==> src/rtl/rpi_clk_pkg.sv <==
// Shared state encoding and constants for the programmable interrupt clock generator.
package rpi_clk_pkg;
  typedef enum logic [1:0] {
    IDLE = 2'd0,
    RUN  = 2'd1,
    STOP = 2'd2
  } clk_state_e;

  localparam int MIN_HALF = 1;
endpackage

==> src/rtl/rpi_clk_half_counter.sv <==
// Half-period divide counter: strobes toggle_o on the last cycle of each clk_out half.
module rpi_clk_half_counter
  import rpi_clk_pkg::*;
#(
  parameter int CNT_W = 6
) (
  input  logic             clk_in,
  input  logic             reset,
  input  logic             clr_i,
  input  logic             en_i,
  input  logic [CNT_W-1:0] hp_i,
  output logic             toggle_o
);
  logic [CNT_W-1:0] cnt_q, cnt_d;

  // hp_i is never below MIN_HALF, so the subtraction cannot wrap.
  assign toggle_o = en_i && (cnt_q == hp_i - CNT_W'(MIN_HALF));

  always_comb begin
    cnt_d = cnt_q;
    if (clr_i)     cnt_d = '0;
    else if (en_i) cnt_d = toggle_o ? '0 : cnt_q + CNT_W'(1);
  end

  always_ff @(posedge clk_in or posedge reset) begin
    if (reset) cnt_q <= '0;
    else       cnt_q <= cnt_d;
  end
endmodule

==> src/rtl/rpi_interrupt_clkgen.sv <==
// Programmable 50% duty interrupt clock with burst mode and glitch-free stop.
// Define RPI_CLK_LIVE_DIV_EN to re-sample half_period at every falling toggle.
module rpi_interrupt_clkgen
  import rpi_clk_pkg::*;
#(
  parameter int CNT_W        = 6,
  parameter int BURST_W      = 8,
  parameter int DEFAULT_HALF = 32
) (
  input  logic               clk_in,
  input  logic               reset,
  input  logic               interrupt_enable,
  input  logic [CNT_W-1:0]   half_period,
  input  logic [BURST_W-1:0] burst_len,
  output logic               clk_out,
  output logic               rise_tick,
  output logic               fall_tick,
  output logic               burst_done,
  output logic               busy
);
  clk_state_e         state_q, state_d;
  logic               clk_q, clk_d;
  logic               rise_q, rise_d, fall_q, fall_d, done_q, done_d, busy_q, busy_d;
  logic [CNT_W-1:0]   hp_q, hp_d, hp_sel;
  logic [BURST_W-1:0] rem_q, rem_d;
  logic               cnt_clr, cnt_en, toggle;

  assign hp_sel = (half_period == '0) ? CNT_W'(MIN_HALF) : half_period;

  rpi_clk_half_counter #(.CNT_W(CNT_W)) u_half_cnt (
    .clk_in   (clk_in),
    .reset    (reset),
    .clr_i    (cnt_clr),
    .en_i     (cnt_en),
    .hp_i     (hp_q),
    .toggle_o (toggle)
  );

  always_comb begin
    state_d = state_q;
    clk_d   = clk_q;
    rise_d  = 1'b0;
    fall_d  = 1'b0;
    done_d  = 1'b0;
    hp_d    = hp_q;
    rem_d   = rem_q;
    cnt_clr = 1'b0;
    cnt_en  = 1'b0;
    case (state_q)
      IDLE: begin
        cnt_clr = 1'b1;
        clk_d   = 1'b0;
        if (interrupt_enable) begin
          hp_d    = hp_sel;
          rem_d   = burst_len;
          state_d = RUN;
        end
      end
      RUN: begin
        // Enable lost while low: stop before any further rising edge.
        if (!interrupt_enable && !clk_q) begin
          state_d = IDLE;
          cnt_clr = 1'b1;
        end else begin
          cnt_en = 1'b1;
          if (toggle) begin
            clk_d = ~clk_q;
            if (!clk_q) rise_d = 1'b1;
            else begin
              fall_d = 1'b1;
              if (!interrupt_enable) state_d = IDLE;
              else begin
`ifdef RPI_CLK_LIVE_DIV_EN
                hp_d = hp_sel;
`endif
                if (rem_q != '0) begin
                  rem_d = rem_q - BURST_W'(1);
                  if (rem_q == BURST_W'(1)) begin
                    done_d  = 1'b1;
                    state_d = IDLE;
                  end
                end
              end
            end
          end else if (!interrupt_enable) begin
            state_d = STOP;
          end
        end
      end
      STOP: begin
        // Finish the high half in full, then park low without burst_done.
        cnt_en = 1'b1;
        if (toggle) begin
          clk_d   = 1'b0;
          fall_d  = 1'b1;
          state_d = IDLE;
        end
      end
      default: state_d = IDLE;
    endcase
    busy_d = (state_d != IDLE);
  end

  always_ff @(posedge clk_in or posedge reset) begin
    if (reset) begin
      state_q <= IDLE;
      clk_q   <= 1'b0;
      rise_q  <= 1'b0;
      fall_q  <= 1'b0;
      done_q  <= 1'b0;
      busy_q  <= 1'b0;
      hp_q    <= CNT_W'(DEFAULT_HALF);
      rem_q   <= '0;
    end else begin
      state_q <= state_d;
      clk_q   <= clk_d;
      rise_q  <= rise_d;
      fall_q  <= fall_d;
      done_q  <= done_d;
      busy_q  <= busy_d;
      hp_q    <= hp_d;
      rem_q   <= rem_d;
    end
  end

  assign clk_out    = clk_q;
  assign rise_tick  = rise_q;
  assign fall_tick  = fall_q;
  assign burst_done = done_q;
  assign busy       = busy_q;
endmodule

==> config.mk <==
export PLATFORM = sky130hd
export DESIGN_NAME = rpi_interrupt_clkgen
export DESIGN_NICKNAME = d
export VERILOG_FILES = /design/src/rtl/rpi_clk_pkg.sv /design/src/rtl/rpi_clk_half_counter.sv /design/src/rtl/rpi_interrupt_clkgen.sv
export SDC_FILE = /design/constraint.sdc
export NUM_CORES = 1
export LEC_CHECK = 0
export CAP_MARGIN = 10
export CORE_MARGIN = 4
export CORE_UTILIZATION = 45
export DETAILED_ROUTE_END_ITERATION = 8
export MAX_ROUTING_LAYER = met4
export PLACE_DENSITY_LB_ADDON = 0.25
export SYNTH_ARGS = -nofsm -noshare
export SYNTH_HDL_FRONTEND = slang
export SYNTH_HIERARCHICAL = 1
export SYNTH_SLANG_ARGS = --single-unit
export TNS_END_PERCENT = 10
==> constraint.sdc <==
create_clock -name clk_in -period 4.9 [get_ports clk_in]
set_clock_uncertainty 0.05 [all_clocks]
set_input_delay 0.98 -clock clk_in [delete_from_list [all_inputs] [get_ports clk_in]]
set_output_delay 0.98 -clock clk_in [all_outputs]
set_load 0.02 [all_outputs]
# Word level (Yosys, flattened, before mapping)
# Index checks and enable logic that the tools add are counted.
[word_totals]
regBits = 27
inputBits = 17
word_cells = 83
output_inout_bits = 5
[classes]
mux = 45
add_sub_neg = 3
bitwise = 1
n_reduce_logical = 14
n_eq_ne = 11
[ops]
columns = ["op", "count"]
rows = [
  ["$mux W8", 6],
  ["$mux W6", 4],
  ["$mux W1", 20],
  ["$mux W2", 9],
  ["$pmux W8 S2", 1],
  ["$ne A2 B2 Y1 const B", 5],
  ["$eq A8 B1 Y1 const B", 1],
  ["$reduce_bool A8 Y1", 1],
  ["$sub A8 B1 Y8 const B", 1],
  ["$reduce_and A7 Y1", 1],
  ["$add A6 B1 Y6 const B", 1],
  ["$eq A6 B6 Y1", 1],
  ["$logic_not A6 Y1", 1],
  ["$pmux W1 S2", 3],
  ["$pmux W2 S3", 1],
  ["$reduce_bool A2 Y1", 3],
  ["$sub A6 B1 Y6 const B", 1],
  ["$ne A2 B1 Y1 const B", 2],
  ["$reduce_and A4 Y1", 1],
  ["$pmux W1 S3", 1],
  ["$reduce_bool A3 Y1", 1],
  ["$eq A2 B1 Y1 const B", 1],
  ["$eq A2 B2 Y1 const B", 1],
  ["$logic_and A1 B1 Y1", 2],
  ["other kinds (4)", 5],
]

# Logic depth before layout (Yosys ltp)
# Gate-level depths: netlist (run 1).
[logic_depth]
word_depth = 9
mapped_depth = 12
depth_no_buf = 10

# Hierarchy
# Netlist (run 1), hierarchy kept.
[by_module_without_submodules]
columns = ["mod", "seq_area_each_um2", "cells_each", "instances", "area_per_inst_um2"]
rows = [
  ["rpi_interrupt_clkgen", 526.8, 120, 1, 1251.2],
  ["rpi_clk_half_counter", 150.1, 56, 1, 491.7],
]

# Worst setup path after synthesis (run 1)
# No wires, ideal clock.
[synth_path]
path_kind = "input to register"
from = "input port interrupt_enable"
to = "register rem_q[2]"
required_time_ns = 4.729
setup_slack_ns = 1.726
path_stages = 10
t_arrival_ns = 3.003
setup_time_ns = 0.121
cell_sequence = "buf_2 > o21ai_0 > a21boi_0 > nand4_1 > a211oi_4 > nand4_2 > a31o_4 > and2_4 > buf_6 > o22a_1"
[synth_via]
elab_chain_len = 7
elab_cells_between_ends = 10
cone_classes = "eq/ne: 4; mux: 2; reduce/logical: 4"
[synth_rtl]
columns = ["element", "line_no", "text"]
rows = [
  ["start: declaration", "rpi_interrupt_clkgen.sv:12", "input logic interrupt_enable,"],
  ["$logic_not A1 Y1", "-", ""],
  ["$logic_and A1 B1 Y1", "rpi_interrupt_clkgen.sv:61", "if (!interrupt_enable && !clk_q) begin"],
  ["$mux W1", "rpi_interrupt_clkgen.sv:61", ""],
  ["$pmux W1 S2", "rpi_interrupt_clkgen.sv:49", "case (state_q)"],
  ["via cnt_en", "rpi_interrupt_clkgen.sv:26", "logic cnt_clr, cnt_en, toggle;"],
  ["$logic_and A1 B1 Y1", "rpi_clk_half_counter.sv:17", "assign toggle_o = en_i && (cnt_q == hp_i - CNT_W'(MIN_HALF));"],
  ["via toggle", "rpi_interrupt_clkgen.sv:26", ""],
  ["$ne A2 B1 Y1 (no source line)", "-", ""],
  ["$reduce_and A7 Y1 (no source line)", "-", ""],
  ["end signal: assignment", "rpi_interrupt_clkgen.sv:122", "rem_q <= rem_d;"],
  ["end: declaration", "rpi_interrupt_clkgen.sv:25", "logic [BURST_W-1:0] rem_q, rem_d;"],
]
# The timed path passes the listed nets, and every way through them passes these cells.
# A chain may end at the register's enable or synchronous reset.

# Worst setup path after layout (run 1)
[layout_path]
from = "input port interrupt_enable"
to = "register rem_q[7]"
# The elaborated chain is that of the path after synthesis.

==> metrics.cfg, run 1 <==
[status]
status = completed

[place]
portBuffers = 21
place.detailed.hpwl_mm = 2.794
place.gp.congestion = 0.8634

[worst_setup_path]
max_stage_delay_ps = 650
worstSetupStartpointType = input port
endpoint_kind = flip-flop
path_class = in2reg
critPathSlowestCell = clkdlybuf4s50_1
crit_fanout = 13
crit_family = compound AO/OA/AOI/OAI gates
worst-path-buf-inv = 2
cp.arrival_ps = 3720
cp.required_ps = 5010
path_cells = clkdlybuf4s50_1 -> o21ai_0 -> a21boi_0 -> buf_4 -> nand4_1 -> a211oi_4 -> nand4_2 -> a31o_4 -> and2_4 -> o22a_1

[synthesis]
synth_top_area_frac = 0.3733
synth.most_common_cell = dfrtp_1
ys_seq_area_frac = 0.3884
yosysTopAreaCell = dfrtp_1
ys_types = 56
synth-seq-cells = 27
synthTopCellsByArea = dfrtp_1 37%, ha_1 7.2%, nor2_1 3.9%, mux2_2 3.2%, a21oi_1 2.6%
synth_commonest_cells = 26 x dfrtp_1, 18 x nor2_1, 11 x inv_1, 10 x ha_1, 9 x a21oi_1
avgSynthCellArea_um2 = 9.903
async_reset_ff_frac = 1.000
synthCells = 176
yosys_warnings = 6
syn_area_um2 = 1743
synthFlopType = dfrtp_1
synth_edf_count = 0
synthesis.nets = 203

[die]
die_area_um2 = 4933
fp-row-count = 22
coreArea_um2 = 3689
initial_core_util = 0.4725
die_h_um = 70.24
die_w_um = 70.24
pin_count = 22

[timing]
rsz0062_at_grt = false
tightestPinTransition_ps = 841.8
slew_violations = 0
slew_headroom = 0.4382
period_minus_slack_ps = 3605
fmax_ghz = 0.2774
setup_tns_ps = 0
hold_viol = 0
post-route-period-util = 0.7356
setup_viol = 0

[clock_network]
ctsResizeCount = 0
clk_latency_ps = 270
hold_buffers = 0
htreeDepth = 1
clockBufferDepth = 2
cts_tree = done
cts_buffers = 3
root_buffer = clkbuf_8
clkSinkCount = 27
post_cts_buffers = 0
clk_pin_slew_ps = 90

[global_route]
grt_max_degree = 22
grt_first_pass_wirelength_mm = 6.313
track_usage = 0.1581
grt_overflow = 0
antenna_found_initial = 0
grt_pass1_vias = 1422

[drt]
vias = 1421
dr.pass1.iters = 4
wl_per_cell_um = 14.80
drcViolationCount = 0
drtAntennaViolNets = 0
drt_wl_total_mm = 3.627
drtIter0Drc = 63
via_per_inst = 5.800

[layout]
drive_above_1_share = 0.1218
antenna_cells = 0
n_fill_cell = 325
synthToLayoutAreaGrowth_pct = 16.58
fin_nets = 225
fin_util = 0.5509

[worst_hold_path]
min_path_type = reg2reg

[power]
p_sw_frac = 0.4325
internal_power_mw = 0.6011
pwr-share-comb = 0.501
p_sw_mw = 0.4581
clockPowerShare = 0.118
irDropWorstVdd_mv = 0.2188
power_per_cell_area_nw_per_um2 = 521.3
leakage_nw = 0.8596
sequentialPowerShare = 0.382

[flow_run]
drv_cap = 0

metal layers:
layer	global-route usage	share of wire	vias to the layer above
met3	0.02734	0.044	8
met5	-	0	-
li1	-	-	691
met2	0.2609	0.50	29
met4	0.05532	0.016	0
met1	0.1944	0.44	693
worst register-to-register path, stage by stage (launching register included):
cell      delay [ps]
dfrtp_1          450
inv_1            110
ha_1             610
o21ai_0          260
a21boi_0         230
buf_4            210
nand4_1          140
a211oi_4         480
nand4_2          190
a31o_4           270
and2_4           180
o22a_1           210
path summary, 6_finish.rpt:
kind,slack (ps),endpoint,cells after the start,from
setup / recovery,1300,rem_q[7],10,interrupt_enable
hold / removal,500,rem_q[7],1,rem_q[7]
setup reg to reg,1390,rem_q[7],11,state_q[1]
hold reg to reg,500,rem_q[7],1,rem_q[7]
max in group asynchronous,3130,busy,2,reset
min in group asynchronous,900,u_half_cnt/cnt_q[0],2,reset
cell usage in the layout (no fill, tap or decap), types with 5 or more instances in the layout:
cell	synthesis	layout
a21oi_1	9	9
clkdlybuf4s50_1	0	21
dfrtp_1	26	26
ha_1	10	10
inv_1	11	11
mux2_2	5	5
nand2_1	6	6
nand3_1	6	6
nor2_1	18	18
nor4_1	5	5
o21ai_0	7	7
metrics by stage:
| stage | std cells | setup slack, ps | hold WS (ps) | area [µm²] | power [mW] |
|---|---|---|---|---|---|
| after floorplan | 176 | 1726 | 452.7 | 1743 | 0.8211 |
| final | 245 | 1295 | 501.4 | 2032 | 1.059 |
| after global routing | 245 | 1006 | 538.0 | 2032 | 1.150 |
| after detailed placement | 241 | 1036 | 482.5 | 1986 | 0.9386 |
| after CTS | 245 | 1296 | 503.9 | 2032 | 1.069 |
| after global placement | 241 | 1099 | 472.0 | 1986 | 0.9123 |
flip-flops by register name, indices dropped and copies added, names as in the netlist:
register	cells
u_half_cnt/cnt_q	6
burst_done	1
busy	1
hp_q	6
state_q	2
clk_out	1
rem_q	8
fall_tick	1
rise_tick	1
layout make-up:
type                    instances  area (µm²)  area share
flip-flops and latches         27       676.9      0.3331
clock buffers                   3       41.29     0.02032
multi-input cells             133       989.7      0.4871
clock inverters                 1       5.005    0.002463
well taps                      48       60.06     0.02956
repair buffers                 22       217.7      0.1071
inverters                      11       41.29     0.02032
logic make-up (layout without fill, tap and decap cells):
| logic type | after synthesis | in the layout | share of synthesized area |
|---|---|---|---|
| muxes | 8 | 8 | 0.04953 |
| xor gates and xnor gates | 7 | 7 | 0.04379 |
| DFF | 27 | 27 | 0.3884 |
| buffers and inverters | 16 | 37 | 0.04379 |
| adders and majority gates | 10 | 10 | 0.07179 |
| AOI/OAI and AO/OA | 49 | 49 | 0.2103 |
| and+or+nand+nor | 59 | 59 | 0.1924 |
power by group through the flow:
stage	logic, mW	registers [mW]	clock network, mW
floorplan	0.434	0.387	0
global placement	0.511	0.401	0
detailed placement	0.530	0.409	0
CTS	0.533	0.404	0.132
global route	0.593	0.418	0.140
finish	0.530	0.404	0.125
Note: power is estimated with default switching activity, not from simulation.
==> run 2: changes to the inputs <==
==> constraint.sdc (replaced) <==
create_clock -name clk_in -period 3.55 [get_ports clk_in]
set_clock_uncertainty 0.05 [all_clocks]
set_input_delay 0.71 -clock clk_in [delete_from_list [all_inputs] [get_ports clk_in]]
set_output_delay 0.71 -clock clk_in [all_outputs]
set_load 0.02 [all_outputs]
==> metrics.cfg, run 2 (same netlist as run 1, synthesis figures left out) <==
[worst_setup_path]
crit_fanout = 8  ; -5
worstSetupStartpointType = input port
path_cells = clkdlybuf4s50_1 -> o21ai_0 -> a21boi_0 -> nand4_1 -> a211oi_4 -> nor2b_1 -> o21a_1 -> a311oi_1 -> o221ai_1
cp.required_ps = 3630  ; -1380 ps
cp.arrival_ps = 2900  ; -820 ps
path_class = in2reg
endpoint_kind = flip-flop
max_stage_delay_ps = 470  ; -180 ps
worstRegToRegCells = 10  ; -1
critPathSlowestCell = clkdlybuf4s50_1

[drt]
drt_wl_total_mm = 3.675  ; +1.3%
vias = 1436  ; +1.1%
route.met3.wl_um = 160  ; unchanged
dr.pass1.iters = 5  ; +1
via_per_inst = 5.790  ; -0.17%
maxUsedRoutingLayer = met4
wl_per_cell_um = 14.82  ; about the same
drtIter0Drc = 41  ; -35%
drtAntennaViolNets = 0  ; unchanged
met1_length_mm = 1.573  ; -1.9%
drcViolationCount = 0  ; unchanged
wl_met2_mm = 1.891  ; +4.9%

[layout]
fin_util = 0.5566  ; +0.005767
synthToLayoutAreaGrowth_pct = 17.80
fin_nets = 228  ; +1.3%
n_fill_cell = 329  ; +1.2%
instances_no_fill = 248  ; +1.2%
mostFrequentLayoutCell = dfrtp_1
multi_input_area_um2 = 989.7  ; unchanged
max_flop_register = rem_q
largest_reg_flops = 8  ; unchanged
drive_above_1_share = 0.1300  ; +0.008173
top_regs = rem_q x8, hp_q x6, u_half_cnt/cnt_q x6
register_area_um2 = 676.9  ; unchanged
antenna_cells = 0  ; unchanged
layout_common_cells = 26 x dfrtp_1, 21 x clkdlybuf4s50_1, 18 x nor2_1, 11 x inv_1, 10 x ha_1

[global_route]
grt_max_degree = 22  ; unchanged
grt_pass1_vias = 1505  ; +5.8%
track_usage = 0.1618  ; +0.003706
grt_first_pass_wirelength_mm = 6.430  ; +1.9%
antenna_found_initial = 0  ; unchanged
grt_overflow = 0  ; unchanged

[timing]
setup_viol = 0  ; unchanged
hold_viol = 0  ; unchanged
post-route-period-util = 0.7943
rsz0062_at_grt = false
tightestPinTransition_ps = 840.3  ; -1.499 ps
fmax_ghz = 0.3547
slew_headroom = 0.4392  ; +0.001000
setup_tns_ps = 0  ; unchanged
slew_violations = 0  ; unchanged
holdWs_ps = 519.0  ; +17.60 ps
period_minus_slack_ps = 2820

[clock_network]
post_cts_buffers = 0  ; unchanged
cts_tree = done
root_buffer = clkbuf_8
ctsResizeCount = 0  ; unchanged
hold_buffers = 0  ; unchanged
clockBufferDepth = 2  ; unchanged
clk_latency_ps = 270  ; about the same
htreeDepth = 1  ; unchanged
clkSinkCount = 27  ; unchanged
clk_pin_slew_ps = 90  ; about the same
cts_buffers = 3  ; unchanged

[worst_hold_path]
min_path_type = reg2reg
min_path_cells = 1  ; unchanged

[power]
leakage_nw = 0.8722  ; +1.5%
irDropWorstVdd_mv = 0.3107  ; +42%
total_power_mw = 1.472  ; +39%
power_per_cell_area_nw_per_um2 = 717.0  ; +38%

[die]
fp-row-count = 22  ; unchanged
coreArea_um2 = 3689  ; unchanged
die_area_um2 = 4933  ; unchanged
pin_count = 22  ; unchanged
die_h_um = 70.24  ; unchanged
die_w_um = 70.24  ; unchanged
initial_core_util = 0.4725  ; unchanged

[status]
status = completed

[flow_run]
drv_cap = 0  ; unchanged

[place]
place.detailed.hpwl_mm = 2.808  ; +0.49%
place.gp.congestion = 0.8899  ; +3.1%
dp.cells = 244  ; +1.2%
portBuffers = 21  ; unchanged

-- run 2: changes by cell type in the layout (fill, tap and decap cells not counted), sizes merged --
cell,previous run,this run
clkinv,1,0
clkbuf,3,4
buf,1,4
-- run 2: routing by layer --
layer | GRT usage | up-vias
met2 | 0.2786 | 37
met1 | 0.1836 | 694
met4 | 0.05532 | 0
met3 | 0.03741 | 8
met5 | - | -
li1 | - | 697
-- run 2: final timing paths --
check | from | to | slack, ps
setup / recovery | interrupt_enable | busy | 730
hold / removal | rem_q[7] | rem_q[7] | 520
setup reg to reg | state_q[1] | busy | 920
hold reg to reg | rem_q[7] | rem_q[7] | 520
max in group asynchronous | reset | fall_tick | 2040
min in group asynchronous | reset | u_half_cnt/cnt_q[0] | 630
-- run 2: final cells by class --
cell class	instances	area share
Clock buffer	4	0.02194
Inverter	11	0.02011
Multi-Input combinational cell	133	0.4820
Sequential cell	27	0.3297
Tap cell	48	0.02925
Timing Repair Buffer	25	0.1170
-- run 2: per-stage QoR --
| stage | instance area (µm²) | worst slack, ps |
|---|---|---|
| after floorplan | 1743 | 645.9 |
| after global placement | 2008 | 525.9 |
| after detailed placement | 2008 | 446.2 |
| after CTS | 2053 | 724.8 |
| after global routing | 2053 | 592.1 |
| final | 2053 | 730.4 |
-- run 2: worst max-delay path: cells and delay by family --
kind                   cells  cell delay [ps]
AO/OA/AOI/OAI              6             1430
AND/OR/NAND/NOR            2              290
buffers and inverters      1              470
-- run 2: power breakdown --
part	switching (mW)	internal [mW]	total [mW]
Clock	0.0883	0.0803	0.169
Combinational	0.405	0.341	0.746
Sequential	0.141	0.417	0.558
==> run 3: changes to the inputs <==
==> constraint.sdc (replaced) <==
create_clock -name clk_in -period 2.7 [get_ports clk_in]
set_clock_uncertainty 0.05 [all_clocks]
set_input_delay 0.54 -clock clk_in [delete_from_list [all_inputs] [get_ports clk_in]]
set_output_delay 0.54 -clock clk_in [all_outputs]
set_load 0.02 [all_outputs]
==> metrics.cfg, run 3 (same netlist as run 1, synthesis figures left out) <==
[status]
status = completed

[die]
die_w_um = 70.24  ; unchanged
die_h_um = 70.24  ; unchanged
die_area_um2 = 4933  ; unchanged
pin_count = 22  ; unchanged
coreArea_um2 = 3689  ; unchanged
initial_core_util = 0.4725  ; unchanged
fp-row-count = 22  ; unchanged

[worst_setup_path]
cp.required_ps = 2800  ; -830 ps
rr_endpoint = rem_q[4]
r2r_setup_slack_ps = 200  ; -720 ps
path_class = reg2reg
worstSetupStartpointType = flip-flop
cp.arrival_ps = 2600  ; -300 ps
crit_fanout = 8  ; unchanged
critPathSlowestCell = dfrtp_1
r2r_start = state_q[0]
max_stage_delay_ps = 430  ; -40 ps
worstRegToRegCells = 9  ; -1
worst-path-buf-inv = 1  ; unchanged
path_cells = inv_1 -> ha_1 -> a21boi_2 -> nand4_1 -> a211oi_4 -> nand4_2 -> a31o_4 -> and2_4 -> o22a_1
crit_family = compound AO/OA/AOI/OAI gates
endpoint_kind = flip-flop

[clock_network]
post_cts_buffers = 0  ; unchanged
hold_buffers = 0  ; unchanged
cts_tree = done
htreeDepth = 1  ; unchanged
ctsResizeCount = 0  ; unchanged
root_buffer = clkbuf_8
clkSinkCount = 27  ; unchanged
clockBufferDepth = 2  ; unchanged
cts_buffers = 3  ; unchanged
clk_pin_slew_ps = 90  ; about the same
clk_latency_ps = 260  ; about the same

[drt]
drcViolationCount = 0  ; unchanged
vias = 1424  ; -0.84%
via_per_inst = 5.651  ; -2.4%
drtAntennaViolNets = 0  ; unchanged
wl_per_cell_um = 14.46  ; -2.4%
drtIter0Drc = 102  ; +150%
dr.pass1.iters = 4  ; -1
drt_wl_total_mm = 3.645  ; -0.82%

[timing]
slew_headroom = 0.7050  ; +0.2658
fin_ws_ps = 204.1  ; -526.3 ps
post-route-period-util = 0.9244
fmax_ghz = 0.4007
setup_viol = 0  ; unchanged
tightestPinTransition_ps = 438.8  ; -401.5 ps
period_minus_slack_ps = 2496
hold_viol = 0  ; unchanged
rsz0062_at_grt = false
slew_violations = 0  ; unchanged

[power]
power_per_cell_area_nw_per_um2 = 935.9  ; +31%
leakage_nw = 0.8921  ; +2.3%
irDropWorstVdd_mv = 0.5529  ; +78%
total_power_mw = 1.966  ; +34%

[layout]
n_fill_cell = 328  ; -0.30%
fin_nets = 232  ; +1.8%
largest_reg_flops = 8  ; unchanged
top_regs = rem_q x8, hp_q x6, u_half_cnt/cnt_q x6
layout_common_cells = 25 x dfrtp_1, 21 x clkdlybuf4s50_1, 18 x nor2_1, 11 x inv_1
register_area_um2 = 678.2  ; +0.18%
max_flop_register = rem_q
mostFrequentLayoutCell = dfrtp_1
drive_above_1_share = 0.1716  ; +0.04157
synthToLayoutAreaGrowth_pct = 20.53
antenna_cells = 0  ; unchanged
multi_input_area_um2 = 1006  ; +1.6%
fin_util = 0.5695  ; +0.01289

[global_route]
grt_pass1_vias = 1467  ; -2.5%
grt_max_degree = 22  ; unchanged
grt_first_pass_wirelength_mm = 6.354  ; -1.2%
track_usage = 0.1592  ; -0.002632
antenna_found_initial = 0  ; unchanged
grt_overflow = 0  ; unchanged

[place]
place.detailed.hpwl_mm = 2.776  ; -1.2%
place.gp.congestion = 0.9129  ; +2.6%
dpl_worst_slack_ps = -105.5  ; -551.7 ps
portBuffers = 21  ; unchanged

[flow_run]
drv_cap = 0  ; unchanged

[worst_hold_path]
min_path_type = in2async

==> run 3: cell count changes in the layout (fill, tap and decap cells not counted), sizes merged <==
cell	change
buf	+4
==> run 3: through the flow <==
| step | TNS, ps | std cells | hold WS [ps] | instance area [µm²] |
|---|---|---|---|---|
| finish | 0 | 252 | 472.3 | 2101 |
| global route | 0 | 252 | 506.9 | 2101 |
| CTS | 0 | 252 | 481.9 | 2093 |
| detailed placement | -509.5 | 248 | 480.1 | 2048 |
| global placement | 0 | 248 | 475.8 | 2048 |
| floorplan | 0 | 176 | 281.0 | 1753 |
==> run 3: worst reg2reg max path: stages, from the launching register on <==
cell	delay, ps
dfrtp_1	430
inv_1	100
ha_1	320
a21boi_2	210
nand4_1	170
a211oi_4	280
nand4_2	160
a31o_4	260
and2_4	180
o22a_1	230
==> run 3: how the worst max path moves through the flow <==
stage	startpoint	cells past startpoint	slack, ps	to
4_1_cts	state_q[1]	9	130	rem_q[4]
5_1_grt	state_q[0]	9	60	rem_q[4]
3_3_place_gp	interrupt_enable	9	30	rem_q[5]
6_report	state_q[0]	9	200	rem_q[4]
2_1_floorplan	state_q[1]	12	40	rem_q[4]
3_5_place_dp	interrupt_enable	9	-110	rem_q[4]
==> run 3: final cells by class <==
class | instances | share of cell area
tap | 48 | 0.02859
clock buffer | 4 | 0.02144
inverter | 11 | 0.01965
sequential | 27 | 0.3228
multi-input combinational | 133 | 0.4789
timing repair buffer | 29 | 0.1286
==> run 3: routing by layer <==
layer / vias to the layer above / GRT usage / routed length, µm
met5: - / - / 0
met2: 34 / 0.2557 / 1786
met3: 6 / 0.01727 / 94
met1: 677 / 0.2103 / 1712
li1: 707 / - / -
met4: 0 / 0.05106 / 51
==> run 3: report_power, final <==
group | internal [mW] | switching [mW]
combinational | 0.466 | 0.548
sequential | 0.550 | 0.178
clock | 0.105 | 0.118
total | 1.12 | 0.845
